==> src/rtl/apb_spi_slave.sv <==
// apb_spi_slave: APB-programmed SPI target. SCLK/SSn/MOSI are oversampled in the PCLK domain.
// Build option SPI_SLV_RXFIFO_EN swaps the single RX byte register for an RXF_DEPTH-entry FIFO.
`timescale 1ns/1ps
module apb_spi_slave #(
  parameter int SYNC_STAGES = 2,
  parameter int RXF_DEPTH   = 4
) (
  input  logic        PCLK,
  input  logic        PRESET,
  input  logic        PSEL,
  input  logic        PENABLE,
  input  logic        PWRITE,
  input  logic [31:0] PADDR,
  input  logic [31:0] PWDATA,
  output logic [31:0] PRDATA,
  output logic        PREADY,
  input  logic        SCLK,
  input  logic        SSn,
  input  logic        MOSI,
  output logic        MISO,
  output logic        MISO_OE,
  output logic        IRQ
);

  typedef enum logic {IDLE, ACTIVE} state_t;

  state_t state_q, state_d;

  logic [SYNC_STAGES-1:0] sclk_sync_q, sclk_sync_d;
  logic [SYNC_STAGES-1:0] ssn_sync_q, ssn_sync_d;
  logic [SYNC_STAGES-1:0] mosi_sync_q, mosi_sync_d;
  logic                   sclk_prev_q, sclk_prev_d;
  logic                   ssn_prev_q, ssn_prev_d;

  logic       en_q, en_d;
  logic       cpol_q, cpol_d;
  logic       cpha_q, cpha_d;
  logic [2:0] im_q, im_d;
  logic [7:0] tx_q, tx_d;
  logic       txe_q, txe_d;
  logic       ovr_q, ovr_d;
  logic [7:0] shift_q, shift_d;
  logic [7:0] rxsh_q, rxsh_d;
  logic [2:0] bitcnt_q, bitcnt_d;
  logic       miso_q, miso_d;
  logic       miso_oe_q, miso_oe_d;

  logic       sclk_s, ssn_s, mosi_s;
  logic       sclk_rise, sclk_fall, ssn_fall;
  logic       lead_edge, trail_edge, sample_edge, shift_edge;
  logic       apb_wr, apb_rd, pop;
  logic       push;
  logic [7:0] push_data;
  logic [7:0] load_val;
  logic       busy;

  logic       rx_empty, rx_full;
  logic [7:0] rx_head;
  logic [2:0] rx_level;

  logic       unused_bits;

  assign sclk_s = sclk_sync_q[SYNC_STAGES-1];
  assign ssn_s  = ssn_sync_q[SYNC_STAGES-1];
  assign mosi_s = mosi_sync_q[SYNC_STAGES-1];

  assign sclk_rise = sclk_s & ~sclk_prev_q;
  assign sclk_fall = ~sclk_s & sclk_prev_q;
  assign ssn_fall  = ~ssn_s & ssn_prev_q;

  // Leading edge is SCLK leaving its idle (CPOL) level; CPHA picks which edge samples.
  assign lead_edge   = cpol_q ? sclk_fall : sclk_rise;
  assign trail_edge  = cpol_q ? sclk_rise : sclk_fall;
  assign sample_edge = cpha_q ? trail_edge : lead_edge;
  assign shift_edge  = cpha_q ? lead_edge : trail_edge;

  assign apb_wr   = PSEL & PENABLE & PWRITE;
  assign apb_rd   = PSEL & PENABLE & ~PWRITE;
  assign pop      = apb_rd & (PADDR[4:2] == 3'd0) & ~rx_empty;
  assign load_val = txe_q ? 8'h00 : tx_q;
  assign busy     = (state_q == ACTIVE);

  assign PREADY  = 1'b1;
  assign MISO    = miso_q;
  assign MISO_OE = miso_oe_q;
  assign IRQ     = |(im_q & {ovr_q, txe_q, ~rx_empty});

  assign unused_bits = ^{PADDR[31:5], PADDR[1:0], PWDATA[31:8]};

`ifdef SPI_SLV_RXFIFO_EN
  localparam int PW = (RXF_DEPTH > 1) ? $clog2(RXF_DEPTH) : 1;

  logic [7:0]  rx_mem_q [RXF_DEPTH];
  logic [7:0]  rx_mem_d [RXF_DEPTH];
  logic [PW-1:0] rd_ptr_q, rd_ptr_d;
  logic [PW-1:0] wr_ptr_q, wr_ptr_d;
  logic [PW:0]   rx_cnt_q, rx_cnt_d;

  assign rx_empty = (rx_cnt_q == '0);
  assign rx_full  = (32'(rx_cnt_q) == RXF_DEPTH);
  assign rx_head  = rx_mem_q[rd_ptr_q];
  assign rx_level = (32'(rx_cnt_q) > 32'd7) ? 3'd7 : 3'(rx_cnt_q);

  always_comb begin
    rx_mem_d = rx_mem_q;
    rd_ptr_d = rd_ptr_q;
    wr_ptr_d = wr_ptr_q;
    rx_cnt_d = rx_cnt_q;
    if (pop) begin
      rd_ptr_d = rd_ptr_q + 1'b1;
    end
    if (push && (!rx_full || pop)) begin
      rx_mem_d[wr_ptr_q] = push_data;
      wr_ptr_d = wr_ptr_q + 1'b1;
    end
    case ({push && (!rx_full || pop), pop})
      2'b10:   rx_cnt_d = rx_cnt_q + 1'b1;
      2'b01:   rx_cnt_d = rx_cnt_q - 1'b1;
      default: rx_cnt_d = rx_cnt_q;
    endcase
  end

  always_ff @(posedge PCLK or posedge PRESET) begin
    if (PRESET) begin
      for (int i = 0; i < RXF_DEPTH; i++) begin
        rx_mem_q[i] <= 8'h00;
      end
      rd_ptr_q <= '0;
      wr_ptr_q <= '0;
      rx_cnt_q <= '0;
    end else begin
      rx_mem_q <= rx_mem_d;
      rd_ptr_q <= rd_ptr_d;
      wr_ptr_q <= wr_ptr_d;
      rx_cnt_q <= rx_cnt_d;
    end
  end
`else
  logic [7:0] rx_data_q, rx_data_d;
  logic       rxne_q, rxne_d;
  logic       unused_depth;

  assign rx_empty     = ~rxne_q;
  assign rx_full      = rxne_q;
  assign rx_head      = rx_data_q;
  assign rx_level     = 3'd0;
  assign unused_depth = ^RXF_DEPTH;

  // A pop and a push landing together both take effect, so the register stays full.
  always_comb begin
    rx_data_d = rx_data_q;
    rxne_d    = rxne_q;
    if (pop) begin
      rxne_d = 1'b0;
    end
    if (push && (!rx_full || pop)) begin
      rx_data_d = push_data;
      rxne_d    = 1'b1;
    end
  end

  always_ff @(posedge PCLK or posedge PRESET) begin
    if (PRESET) begin
      rx_data_q <= 8'h00;
      rxne_q    <= 1'b0;
    end else begin
      rx_data_q <= rx_data_d;
      rxne_q    <= rxne_d;
    end
  end
`endif

  always_comb begin
    sclk_sync_d = {sclk_sync_q[SYNC_STAGES-2:0], SCLK};
    ssn_sync_d  = {ssn_sync_q[SYNC_STAGES-2:0], SSn};
    mosi_sync_d = {mosi_sync_q[SYNC_STAGES-2:0], MOSI};
    sclk_prev_d = sclk_s;
    ssn_prev_d  = ssn_s;

    state_d   = state_q;
    en_d      = en_q;
    cpol_d    = cpol_q;
    cpha_d    = cpha_q;
    im_d      = im_q;
    tx_d      = tx_q;
    txe_d     = txe_q;
    ovr_d     = ovr_q;
    shift_d   = shift_q;
    rxsh_d    = rxsh_q;
    bitcnt_d  = bitcnt_q;
    miso_d    = miso_q;
    miso_oe_d = en_q & ~ssn_s;
    push      = 1'b0;
    push_data = 8'h00;

    case (state_q)
      IDLE: begin
        miso_d = 1'b0;
        if (en_q && ssn_fall) begin
          state_d  = ACTIVE;
          txe_d    = 1'b1;
          bitcnt_d = 3'd0;
          // CPHA=0 masters sample on the very first edge, so the MSB must already be on the pin.
          if (!cpha_q) begin
            miso_d  = load_val[7];
            shift_d = {load_val[6:0], 1'b0};
          end else begin
            shift_d = load_val;
          end
        end
      end
      ACTIVE: begin
        if (!en_q || ssn_s) begin
          state_d  = IDLE;
          bitcnt_d = 3'd0;
          miso_d   = 1'b0;
        end else if (sample_edge) begin
          rxsh_d = {rxsh_q[6:0], mosi_s};
          if (bitcnt_q == 3'd7) begin
            push      = 1'b1;
            push_data = {rxsh_q[6:0], mosi_s};
            bitcnt_d  = 3'd0;
            shift_d   = load_val;
            txe_d     = 1'b1;
          end else begin
            bitcnt_d = bitcnt_q + 3'd1;
          end
        end else if (shift_edge) begin
          miso_d  = shift_q[7];
          shift_d = {shift_q[6:0], 1'b0};
        end
      end
      default: state_d = IDLE;
    endcase

    // Register writes come after the FSM so a DATA write wins TXE over a same-cycle load.
    if (apb_wr) begin
      case (PADDR[4:2])
        3'd0: begin
          tx_d  = PWDATA[7:0];
          txe_d = 1'b0;
        end
        3'd1: en_d = PWDATA[0];
        3'd2: begin
          cpol_d = PWDATA[0];
          cpha_d = PWDATA[1];
        end
        3'd4: if (PWDATA[2]) ovr_d = 1'b0;
        3'd5: im_d = PWDATA[2:0];
        default: ;
      endcase
    end

    if (push && rx_full && !pop) begin
      ovr_d = 1'b1;
    end
  end

  always_ff @(posedge PCLK or posedge PRESET) begin
    if (PRESET) begin
      sclk_sync_q <= '0;
      ssn_sync_q  <= '1;
      mosi_sync_q <= '0;
      sclk_prev_q <= 1'b0;
      ssn_prev_q  <= 1'b1;
      state_q     <= IDLE;
      en_q        <= 1'b0;
      cpol_q      <= 1'b0;
      cpha_q      <= 1'b0;
      im_q        <= 3'd0;
      tx_q        <= 8'h00;
      txe_q       <= 1'b1;
      ovr_q       <= 1'b0;
      shift_q     <= 8'h00;
      rxsh_q      <= 8'h00;
      bitcnt_q    <= 3'd0;
      miso_q      <= 1'b0;
      miso_oe_q   <= 1'b0;
    end else begin
      sclk_sync_q <= sclk_sync_d;
      ssn_sync_q  <= ssn_sync_d;
      mosi_sync_q <= mosi_sync_d;
      sclk_prev_q <= sclk_prev_d;
      ssn_prev_q  <= ssn_prev_d;
      state_q     <= state_d;
      en_q        <= en_d;
      cpol_q      <= cpol_d;
      cpha_q      <= cpha_d;
      im_q        <= im_d;
      tx_q        <= tx_d;
      txe_q       <= txe_d;
      ovr_q       <= ovr_d;
      shift_q     <= shift_d;
      rxsh_q      <= rxsh_d;
      bitcnt_q    <= bitcnt_d;
      miso_q      <= miso_d;
      miso_oe_q   <= miso_oe_d;
    end
  end

  always_comb begin
    PRDATA = 32'h0;
    case (PADDR[4:2])
      3'd0: PRDATA[7:0] = rx_empty ? 8'h00 : rx_head;
      3'd1: PRDATA[0]   = en_q;
      3'd2: PRDATA[1:0] = {cpha_q, cpol_q};
      3'd4: PRDATA[6:0] = {rx_level, busy, ovr_q, txe_q, ~rx_empty};
      3'd5: PRDATA[2:0] = im_q;
      default: PRDATA = 32'h0;
    endcase
  end

endmodule

==> config.mk <==
export PLATFORM = sky130hd
export DESIGN_NAME = apb_spi_slave
export DESIGN_NICKNAME = d
export VERILOG_FILES = /design/src/rtl/apb_spi_slave.sv
export SDC_FILE = /design/constraint.sdc
export NUM_CORES = 1
export LEC_CHECK = 0
export ABC_AREA = 1
export BUFFER_PORTS_ARGS = -buffer_cell sky130_fd_sc_hd__buf_4
export CORE_ASPECT_RATIO = 0.8
export CORE_UTILIZATION = 30
export CTS_CLUSTER_DIAMETER = 50
export DETAILED_ROUTE_END_ITERATION = 6
export PLACE_DENSITY = 0.55
export SYNTH_ARGS = -nofsm -noshare
export SYNTH_HDL_FRONTEND = slang
export SYNTH_SLANG_ARGS = --single-unit
==> constraint.sdc <==
create_clock -name PCLK -period 1.7 [get_ports PCLK]
set_input_delay 0.085 -clock PCLK [delete_from_list [all_inputs] [get_ports PCLK]]
set_output_delay 0.085 -clock PCLK [all_outputs]
set_load 0.02 [all_outputs]
==> impl_metrics.csv, run 1 <==
group,metric,value,unit
run_status,status,"complete, no violations",
synthesis,yosysWarnings,0,
drt,wl,5570,um
cts,clk_pin_slew,0.07,ns
layout,drive_gt1_share,22.3,%
power_and_ir_drop,p_leak,1.67,nW
min_path,hp-class,"in -> reg",
die,fp-row-count,31,
cts,cts_made_buffers,5,
flow_run,cap_violations,0,
synthesis,ys_types,32,
cts,clock_latency,0.29,ns
layout,fin_area,3320,um^2
synthesis,synth_compound_area_share,9.69,%
sta,min_period_over_period,90.9,%
synthesis,seq_area_frac_synth,48.0,%
drt,postRouteAntennaNets,0,
synthesis,muxShareOfSynthArea,3.59,%
cts,cts_tree,"done",
layout,final_core_util,36.4,%
synthesis,syn_area_per_cell,8.64,um^2
die,io_pins,108,
synthesis,synth-edff-count,0,
worst_setup_path,crit_fanout,16,
worst_setup_path,cp.required,1.88,ns
global_routing,grt_overflow,0,
sta,setup_viol,0,
synthesis,synth_xor_area_share,0,%
placement,dpl_cell_area,3100,um^2
global_routing,grt.total_usage,12.6,%
power_and_ir_drop,power_density,1040,nW/um^2
sta,min_period,1.55,ns
layout,fill_cells,931,
worst_setup_path,path_cells,"ha_1 > ha_1 > inv_1 > buf_4 > nor2_8 > nand3_4 > nand2_1 > o21ai_2",
layout,area_growth_syn_to_layout,17.4,%
synthesis,synth_area,2830,um^2
die,start_util,31.0,%
cts,cts.sinks,54,
die,fp.dieW,111,um
layout,antennaDiodeCount,0,
sta,rsz0062_at_grt,"yes",
power_and_ir_drop,vdd_drop_max,0.000545,V
synthesis,async_flop_share,100,%
worst_setup_path,cp_slowest_cell,"dfrtp_1",
cts,h-tree-depth,2,
die,coreArea,9110,um^2
synthesis,synth.most_common_cell,"nand2_1",
global_routing,grt_max_degree,23,
placement,hpwl,4170,um
worst_setup_path,cp-end-kind,"register",
worst_setup_path,path_buf_inv,2,
synthesis,synth_top_area_share,44.3,%
synthesis,synth_common_cells,"nand2_1, dfrtp_1, inv_1",
die,dieArea,9820,um^2
drt,drt_pass1_iterations,4,
synthesis,ys_ff_latch,54,
synthesis,yosys-top-cells-area,"dfrtp_1, nand2_1, buf_4",
synthesis,ys.flop_type,"dfrtp_1",
synthesis,synth_fa_ha_area_share,0.885,%
worst_setup_path,path_delay_family,"simple AND/OR/NAND/NOR gates",
global_routing,grt_pass1_vias,1993,
cts,clk_root_buffer_cell,"clkbuf_16",
synthesis,synth_top_family_by_area,"simple AND/OR/NAND/NOR gates",
worst_setup_path,cp_slowest_stage_delay,0.38,ns
sta,slew_violations,0,
sta,finalHoldViolations,0,
drt,routedWlPerCell,11.5,um
drt,vias_per_cell,4.36,
worst_setup_path,critPathLaunchType,"register",
layout,final_nets,441,
placement,port_buffers,29,
sta,max_clock_freq,647,MHz
global_routing,antenna_found_initial,0,
drt,drc,0,
worst_setup_path,cp_common_cell,"ha_1",
worst_setup_path,worstPathArrival,1.72,ns
worst_setup_path,criticalPathCategory,"reg -> reg",
global_routing,grt_pass1_wl,9980,um
synthesis,synth_largest_area_cell,"dfrtp_1",
placement,place_congestion,0.819,
sta,fin_skew,0.00628,ns
drt,dr_total_vias,2108,
drt,dr.first_iter.drc_count,89,
die,die_y,88.8,um
synthesis,synth_simple_gate_area_share,24.6,%
cts,cts.path.max_buffers,2,
synthesis,syn-instance-count,327,
## sequential cells by signal, indices dropped and copies added, names as in the netlist, 2 cells and up
name,count
rx_data_q,8
shift_q,8
tx_q,8
rxsh_q,7
bitcnt_q,3
im_q,3
mosi_sync_q,2
sclk_sync_q,2
ssn_sync_q,2
## cells in the final DEF (no fill, tap or decap), drive strengths merged
| cell type | n |
|---|---|
| buf | 36 |
| dfrtp | 50 |
| clkbuf | 6 |
| nor3 | 2 |
| clkinvlp | 1 |
| o211ai | 1 |
| nor2 | 23 |
| ha | 2 |
| conb | 25 |
| nand3 | 32 |
| o21ai | 23 |
| nand2 | 94 |
| dlygate4sd3 | 4 |
| o2111ai | 2 |
| a31oi | 1 |
| a22oi | 7 |
| dfstp | 4 |
| inv | 37 |
| bufinv | 1 |
| a21oi | 6 |
| a21boi | 1 |
| mux2 | 9 |
| nand4 | 1 |
## power breakdown
group | switching [mW] | internal [mW]
sequential | 0.124 | 1.47
combinational | 0.468 | 0.247
clock | 0.451 | 0.696
## path summary, 6_finish.rpt
kind,startpoint,to,slack [ns],cells past startpoint
max,bitcnt_q[0],rx_data_q[6],0.15,8
min,PWDATA[7],tx_q[7],0.008,3
max reg2reg,bitcnt_q[0],rx_data_q[6],0.15,8
min reg2reg,mosi_sync_q[0],mosi_sync_q[1],0.35,0
max in group asynchronous,PRESET,MISO,0.68,4
min in group asynchronous,PRESET,im_q[1],0.36,3
## routing by layer
layer	GRT usage, %	vias up	part of all wire (%)
met1	19.2	973	55
met5	0	-	0
met4	3.03	0	0.18
met3	2.47	2	3.2
li1	-	1086	-
met2	18.4	47	42
## worst register-to-register path, cell delays in order (launching register included)
cell and delay (ns):
dfrtp_1 0.38, ha_1 0.16, ha_1 0.14, inv_1 0.07, buf_4 0.16, nor2_8 0.11
nand3_4 0.20, nand2_1 0.15, o21ai_2 0.06
## timing repair
| item | CTS | global route |
|---|---|---|
| resized for setup | 0 | 2 |
| endpoints found under the setup margin | 0 | 8 |
| hold buffers | 4 | 0 |
| setup buffers | 0 | 0 |
| endpoints found under the hold margin | 19 | 0 |
## final cells by class
class / count / area, um^2 / share of cell area (%)
Tap cell: 115 / 144 / 4.34
Multi-Input combinational cell: 229 / 1200 / 36.2
Sequential cell: 54 / 1360 / 40.9
Timing Repair Buffer: 40 / 310 / 9.35
Clock buffer: 6 / 129 / 3.89
Inverter: 37 / 139 / 4.19
Clock inverter: 2 / 37.5 / 1.13
## cell families after synthesis
kind of cell,Yosys count
other,2
buffers and inverters,67
adder cells (fa/ha/maj),2
flip-flops,54
AO/OA/AOI/OAI,41
AND/OR/NAND/NOR,152
multiplexers,9
## per-stage QoR
| stage | setup TNS [ns] | worst slack, ns | instances | hold slack, ns | total power [mW] |
|---|---|---|---|---|---|
| after floorplan | 0 | 0.267 | 350 | 0.0895 | 2.15 |
| after global placement | 0 | 0.181 | 471 | 0.123 | 2.29 |
| after detailed placement | 0 | 0.139 | 471 | 0.124 | 2.31 |
| after CTS | 0 | 0.127 | 483 | 0.00723 | 3.47 |
| after global routing | -0.0237 | -0.0106 | 483 | 0.0203 | 3.67 |
| final | 0 | 0.155 | 483 | 0.00806 | 3.45 |
Power figures use the tool's default switching activity.
==> inputs of run 2 (changes only) <==
--- a/config.mk
+++ b/config.mk
@@ -13,2 +13,3 @@
 export DETAILED_ROUTE_END_ITERATION = 6
+export GPL_ROUTABILITY_DRIVEN = 1
 export PLACE_DENSITY = 0.55
==> constraint.sdc (replaced) <==
create_clock -name PCLK -period 1.7 [get_ports PCLK]
set_input_delay 0.255 -clock PCLK [delete_from_list [all_inputs] [get_ports PCLK]]
set_output_delay 0.255 -clock PCLK [all_outputs]
set_load 0.02 [all_outputs]
==> impl_metrics.csv, run 2 (same netlist as run 1, synthesis figures left out) <==
group,metric,value,unit
run_status,status,"complete, no violations",
drt,wl,5590,um
die,dieArea,9820,um^2
sta,rsz0062_at_grt,"no",
cts,cts.path.max_buffers,2,
worst_setup_path,crit_fanout,6,
sta,min_period_over_period,95.1,%
cts,clock_latency,0.29,ns
drt,routedWlPerCell,11.7,um
power_and_ir_drop,seqPwrFrac,46.2,%
flow_run,cap_violations,0,
drt,dr.first_iter.drc_count,83,
worst_setup_path,worstSetupStartpoint,"rx_full",
die,start_util,31.0,%
placement,post-place-ws,0.102,ns
die,die_y,88.8,um
worst_setup_path,cp_slowest_cell,"dfrtp_1",
worst_setup_path,cp_slowest_stage_delay,0.47,ns
cts,postCtsHoldBufs,0,
worst_setup_path,cp.required,1.44,ns
layout,area_growth_syn_to_layout,16.6,%
placement,port_buffers,29,
worst_setup_path,reg2regPathDepth,8,
drt,dr_total_vias,2109,
drt,drt_pass1_iterations,4,
power_and_ir_drop,pwr-share-comb,20.7,%
cts,cts.sinks,54,
sta,fin_skew,0.00639,ns
worst_setup_path,critPathLaunchType,"register",
power_and_ir_drop,p_leak,1.66,nW
worst_setup_path,reg2reg_to,"rx_data_q[3]",
cts,clk_pin_slew,0.07,ns
layout,seq_area,1360,um^2
sta,slew_violations,0,
sta,min_period,1.62,ns
layout,drive_gt1_share,23.0,%
sta,setup_viol,0,
layout,final_core_util,36.2,%
sta,max_clock_freq,619,MHz
power_and_ir_drop,clkPwrFrac,33.1,%
worst_setup_path,regToRegStartpoint,"bitcnt_q[0]",
global_routing,antenna_found_initial,0,
power_and_ir_drop,intPower,2.41,mW
worst_setup_path,path_cells,"nand3_1 > inv_1 > nand2_1 > o2111ai_1 > buf_4",
sta,fin_ws,0.0838,ns
sta,hold-worst-slack,0.0169,ns
power_and_ir_drop,power.total,3.42,mW
layout,final_nets,438,
sta,setup_tns,0,ns
die,coreArea,9110,um^2
die,io_pins,108,
layout,top_regs,"rx_data_q (8), shift_q (8), tx_q (8)",
cts,cts_tree,"done",
die,fp-row-count,31,
worst_setup_path,cp-end-kind,"primary output",
layout,fill_cells,940,
die,fp.dieW,111,um
worst_setup_path,critPathCapture,"PRDATA[0]",
power_and_ir_drop,vdd_drop_max,0.000672,V
layout,multiInputGateArea,1190,um^2
global_routing,grt.total_usage,12.5,%
power_and_ir_drop,p_sw_share,29.7,%
worst_setup_path,criticalPathCategory,"reg -> out",
global_routing,grt_pass1_vias,1983,
drt,vias_per_cell,4.39,
sta,finalHoldViolations,0,
layout,layout_commonest_cell,"nand2_1",
power_and_ir_drop,power_density,1040,nW/um^2
layout,antennaDiodeCount,0,
global_routing,grt_max_degree,55,
power_and_ir_drop,p_sw,1.02,mW
cts,cts_made_buffers,5,
layout,final_cell_mix,"nand2_1, dfrtp_1, buf_4",
cts,postCtsSetupBuffers,0,
placement,place_congestion,0.818,
drt,drc,0,
global_routing,grt_pass1_wl,9800,um
min_path,hp-class,"in -> async",
cts,h-tree-depth,2,
drt,postRouteAntennaNets,0,
worst_setup_path,reg2reg_slack,0.11,ns
cts,clk_root_buffer_cell,"clkbuf_16",
placement,hpwl,4090,um
worst_setup_path,worstPathArrival,1.36,ns
global_routing,grt_overflow,0,
==> run 2: final cells by class <==
| class | count | area share (%) |
|---|---|---|
| Tap cell | 115 | 4.36 |
| Sequential cell | 54 | 41.2 |
| Clock inverter | 1 | 0.911 |
| Inverter | 37 | 4.21 |
| Clock buffer | 7 | 4.02 |
| Multi-Input combinational cell | 229 | 36.1 |
| Timing Repair Buffer | 37 | 9.18 |
==> run 2: per-stage QoR <==
step,cell area [um^2],cells
6_report,3300,480
5_1_grt,3300,480
2_1_floorplan,2910,350
3_3_place_gp,3130,472
4_1_cts,3290,480
3_5_place_dp,3130,472
==> run 2: metal layers <==
metal | up-vias | part of all wire (%) | track usage, %
met3 | 5 | 5.2 | 2.60
met2 | 64 | 42 | 18.7
li1 | 1073 | - | -
met5 | - | 0 | 0
met1 | 967 | 52 | 18.2
met4 | 0 | 0.82 | 3.27
==> run 2: critical path: cells and delay by family, from the launching register on <==
kind / cells / cell delay (ns)
DFF: 1 / 0.47
and+or+nand+nor: 2 / 0.19
buffers and inverters: 2 / 0.30
AOI/OAI and AO/OA: 1 / 0.11
==> run 2: how the worst min path moves through the flow <==
stage                               from              to  slack [ns]
after detailed placement          PRESET  mosi_sync_q[0]        0.34
final                             PRESET         im_q[2]        0.02
after global placement    mosi_sync_q[0]  mosi_sync_q[1]        0.33
after global routing              PRESET    rx_data_q[0]        0.04
after CTS                         PRESET  mosi_sync_q[0]        0.03
after floorplan                      SSn   ssn_sync_q[0]        0.26
==> run 2: what timing repair did <==
| item | in CTS | in global routing |
|---|---|---|
| setup endpoints to repair | 0 | 2 |
| resized for setup | 0 | 2 |
| hold endpoints to repair | 0 | 0 |
==> run 2: power by group through the flow <==
stage,registers (mW),clock network (mW),logic (mW)
4_1_cts,1.58,1.16,0.715
6_report,1.58,1.13,0.707
2_1_floorplan,1.57,0,0.584
3_5_place_dp,1.60,0,0.712
5_1_grt,1.61,1.23,0.803
3_3_place_gp,1.60,0,0.699
==> inputs of run 3 (changes only) <==
- RECOVER_POWER: default -> 100
==> impl_metrics.csv, run 3 (same netlist as run 1, synthesis figures left out) <==
group,metric,value,unit
sta,max-slew-margin-rel,11.7,%
worst_setup_path,reg2reg_to,"rx_data_q[7]",
worst_setup_path,reg2regPathDepth,8,
sta,setup_viol,0,
worst_setup_path,cp_slowest_stage_delay,0.47,ns
placement,hpwl,4090,um
sta,max_clock_freq,618,MHz
run_status,status,"complete, no violations",
drt,dr_total_vias,2097,
cts,cts_resized,0,
die,die_y,88.8,um
cts,h-tree-depth,2,
placement,place_congestion,0.818,
power_and_ir_drop,vdd_drop_max,0.000671,V
layout,fill_cells,962,
layout,fin_area,3210,um^2
layout,top_regs,"rx_data_q (8), shift_q (8), tx_q (8)",
layout,stdcell_count,480,
die,fp.dieW,111,um
drt,postRouteAntennaNets,0,
sta,slew_violations,0,
power_and_ir_drop,p_leak,1.61,nW
min_path,hp-class,"in -> reg",
worst_setup_path,path_cells,"nand3_1 > inv_1 > nand2_1 > o2111ai_1 > buf_4",
global_routing,grt_pass1_vias,1983,
sta,rsz0062_at_grt,"no",
die,coreArea,9110,um^2
cts,postCtsSetupBuffers,0,
layout,final_nets,438,
worst_setup_path,cp-end-kind,"primary output",
cts,clk_pin_slew,0.07,ns
layout,drive_gt1_share,18.1,%
min_path,whs_endpoint,"ssn_sync_q[0]",
die,io_pins,108,
layout,layout_commonest_cell,"nand2_1",
worst_setup_path,regToRegStartpoint,"bitcnt_q[0]",
sta,min_period_over_period,95.1,%
worst_setup_path,reg2reg_slack,0.14,ns
drt,drc,0,
worst_setup_path,criticalPathCategory,"reg -> out",
die,fp-row-count,31,
drt,route.met3.wl,256,um
drt,drt_pass1_iterations,4,
drt,wl,5590,um
worst_setup_path,cp_slowest_cell,"dfrtp_1",
sta,min_period,1.62,ns
worst_setup_path,cp.required,1.44,ns
cts,cts.sinks,54,
global_routing,antenna_found_initial,0,
global_routing,grt.total_usage,12.5,%
drt,wl_met2,2340,um
cts,cts.path.max_buffers,2,
cts,cts_tree,"done",
placement,port_buffers,29,
global_routing,grt_overflow,0,
min_path,holdCritStartpoint,"SSn",
sta,fin_skew,0.00679,ns
placement,dp.cells,472,
worst_setup_path,worstPathArrival,1.36,ns
cts,clk_root_buffer_cell,"clkbuf_16",
sta,finalHoldViolations,0,
global_routing,grt_pass1_wl,9800,um
die,start_util,31.0,%
sta,setup_tns,0,ns
layout,antennaDiodeCount,0,
power_and_ir_drop,power_density,1060,nW/um^2
drt,routed.top_layer,"met4",
worst_setup_path,critPathLaunchType,"register",
cts,cts_made_buffers,5,
sta,tightest_slew,1.32,ns
cts,clock_latency,0.29,ns
layout,final_cell_mix,"nand2_1, dfrtp_1, inv_1",
layout,area_growth_syn_to_layout,13.5,%
placement,dpl_cell_area,3130,um^2
flow_run,cap_violations,0,
drt,met1_length,2950,um
min_path,hold_depth,1,
cts,postCtsHoldBufs,0,
drt,dr.first_iter.drc_count,66,
worst_setup_path,crit_fanout,6,
drt,routedWlPerCell,11.6,um
die,dieArea,9820,um^2
global_routing,grt_max_degree,55,
drt,vias_per_cell,4.37,
## run 3: layout make-up
type                            count  area (um^2)  area share (%)
Tap cell                          115          144            4.49
Clock buffer                        7          133            4.13
Timing Repair Buffer               37          233            7.25
Clock inverter                      1         30.0           0.936
Inverter                           37          139            4.33
Multi-Input combinational cell    229         1170            36.5
Sequential cell                    54         1360            42.3
## run 3: through the flow
| stage | power (mW) | util (%) | setup slack (ns) | hold WS, ns |
|---|---|---|---|---|
| global placement | 2.30 | 34.3 | 0.166 | 0.333 |
| floorplan | 2.15 | - | 0.137 | 0.259 |
| finish | 3.39 | 35.2 | 0.0827 | 0.0758 |
| CTS | 3.45 | 36.1 | 0.0585 | 0.0309 |
| global route | 3.62 | 35.2 | 0.00345 | 0.0625 |
| detailed placement | 2.31 | 34.3 | 0.102 | 0.336 |
## run 3: worst max-delay path by stage
stage | endpoint | from | slack [ns] | cells past startpoint
after global placement | rx_data_q[6] | bitcnt_q[0] | 0.17 | 8
after floorplan | MISO | PRESET | 0.14 | 1
after global routing | PRDATA[0] | rx_full | 0.003 | 5
after CTS | PRDATA[3] | busy | 0.06 | 3
final | PRDATA[0] | rx_full | 0.08 | 5
after detailed placement | rx_data_q[7] | bitcnt_q[0] | 0.10 | 8
## run 3: where the power goes
group	switching (mW)	internal, mW	total, mW	leakage [nW]
clock network	0.433	0.697	1.13	0.0781
registers	0.115	1.47	1.58	0.688
logic	0.454	0.226	0.680	0.841
total	1.00	2.39	3.39	1.61
## run 3: per-layer routing
metal  vias up  GRT usage [%]
met1       963           18.2
met3         5           2.60
met2        58           18.7
li1       1071              -
met5         -              0
met4         0           3.27
## run 3: critical path, delay by kind of cell (launching register included)
family / cells / cell delay (ns)
AND/OR/NAND/NOR: 2 / 0.19
buffers and inverters: 2 / 0.31
AO/OA/AOI/OAI: 1 / 0.11
flip-flops: 1 / 0.47
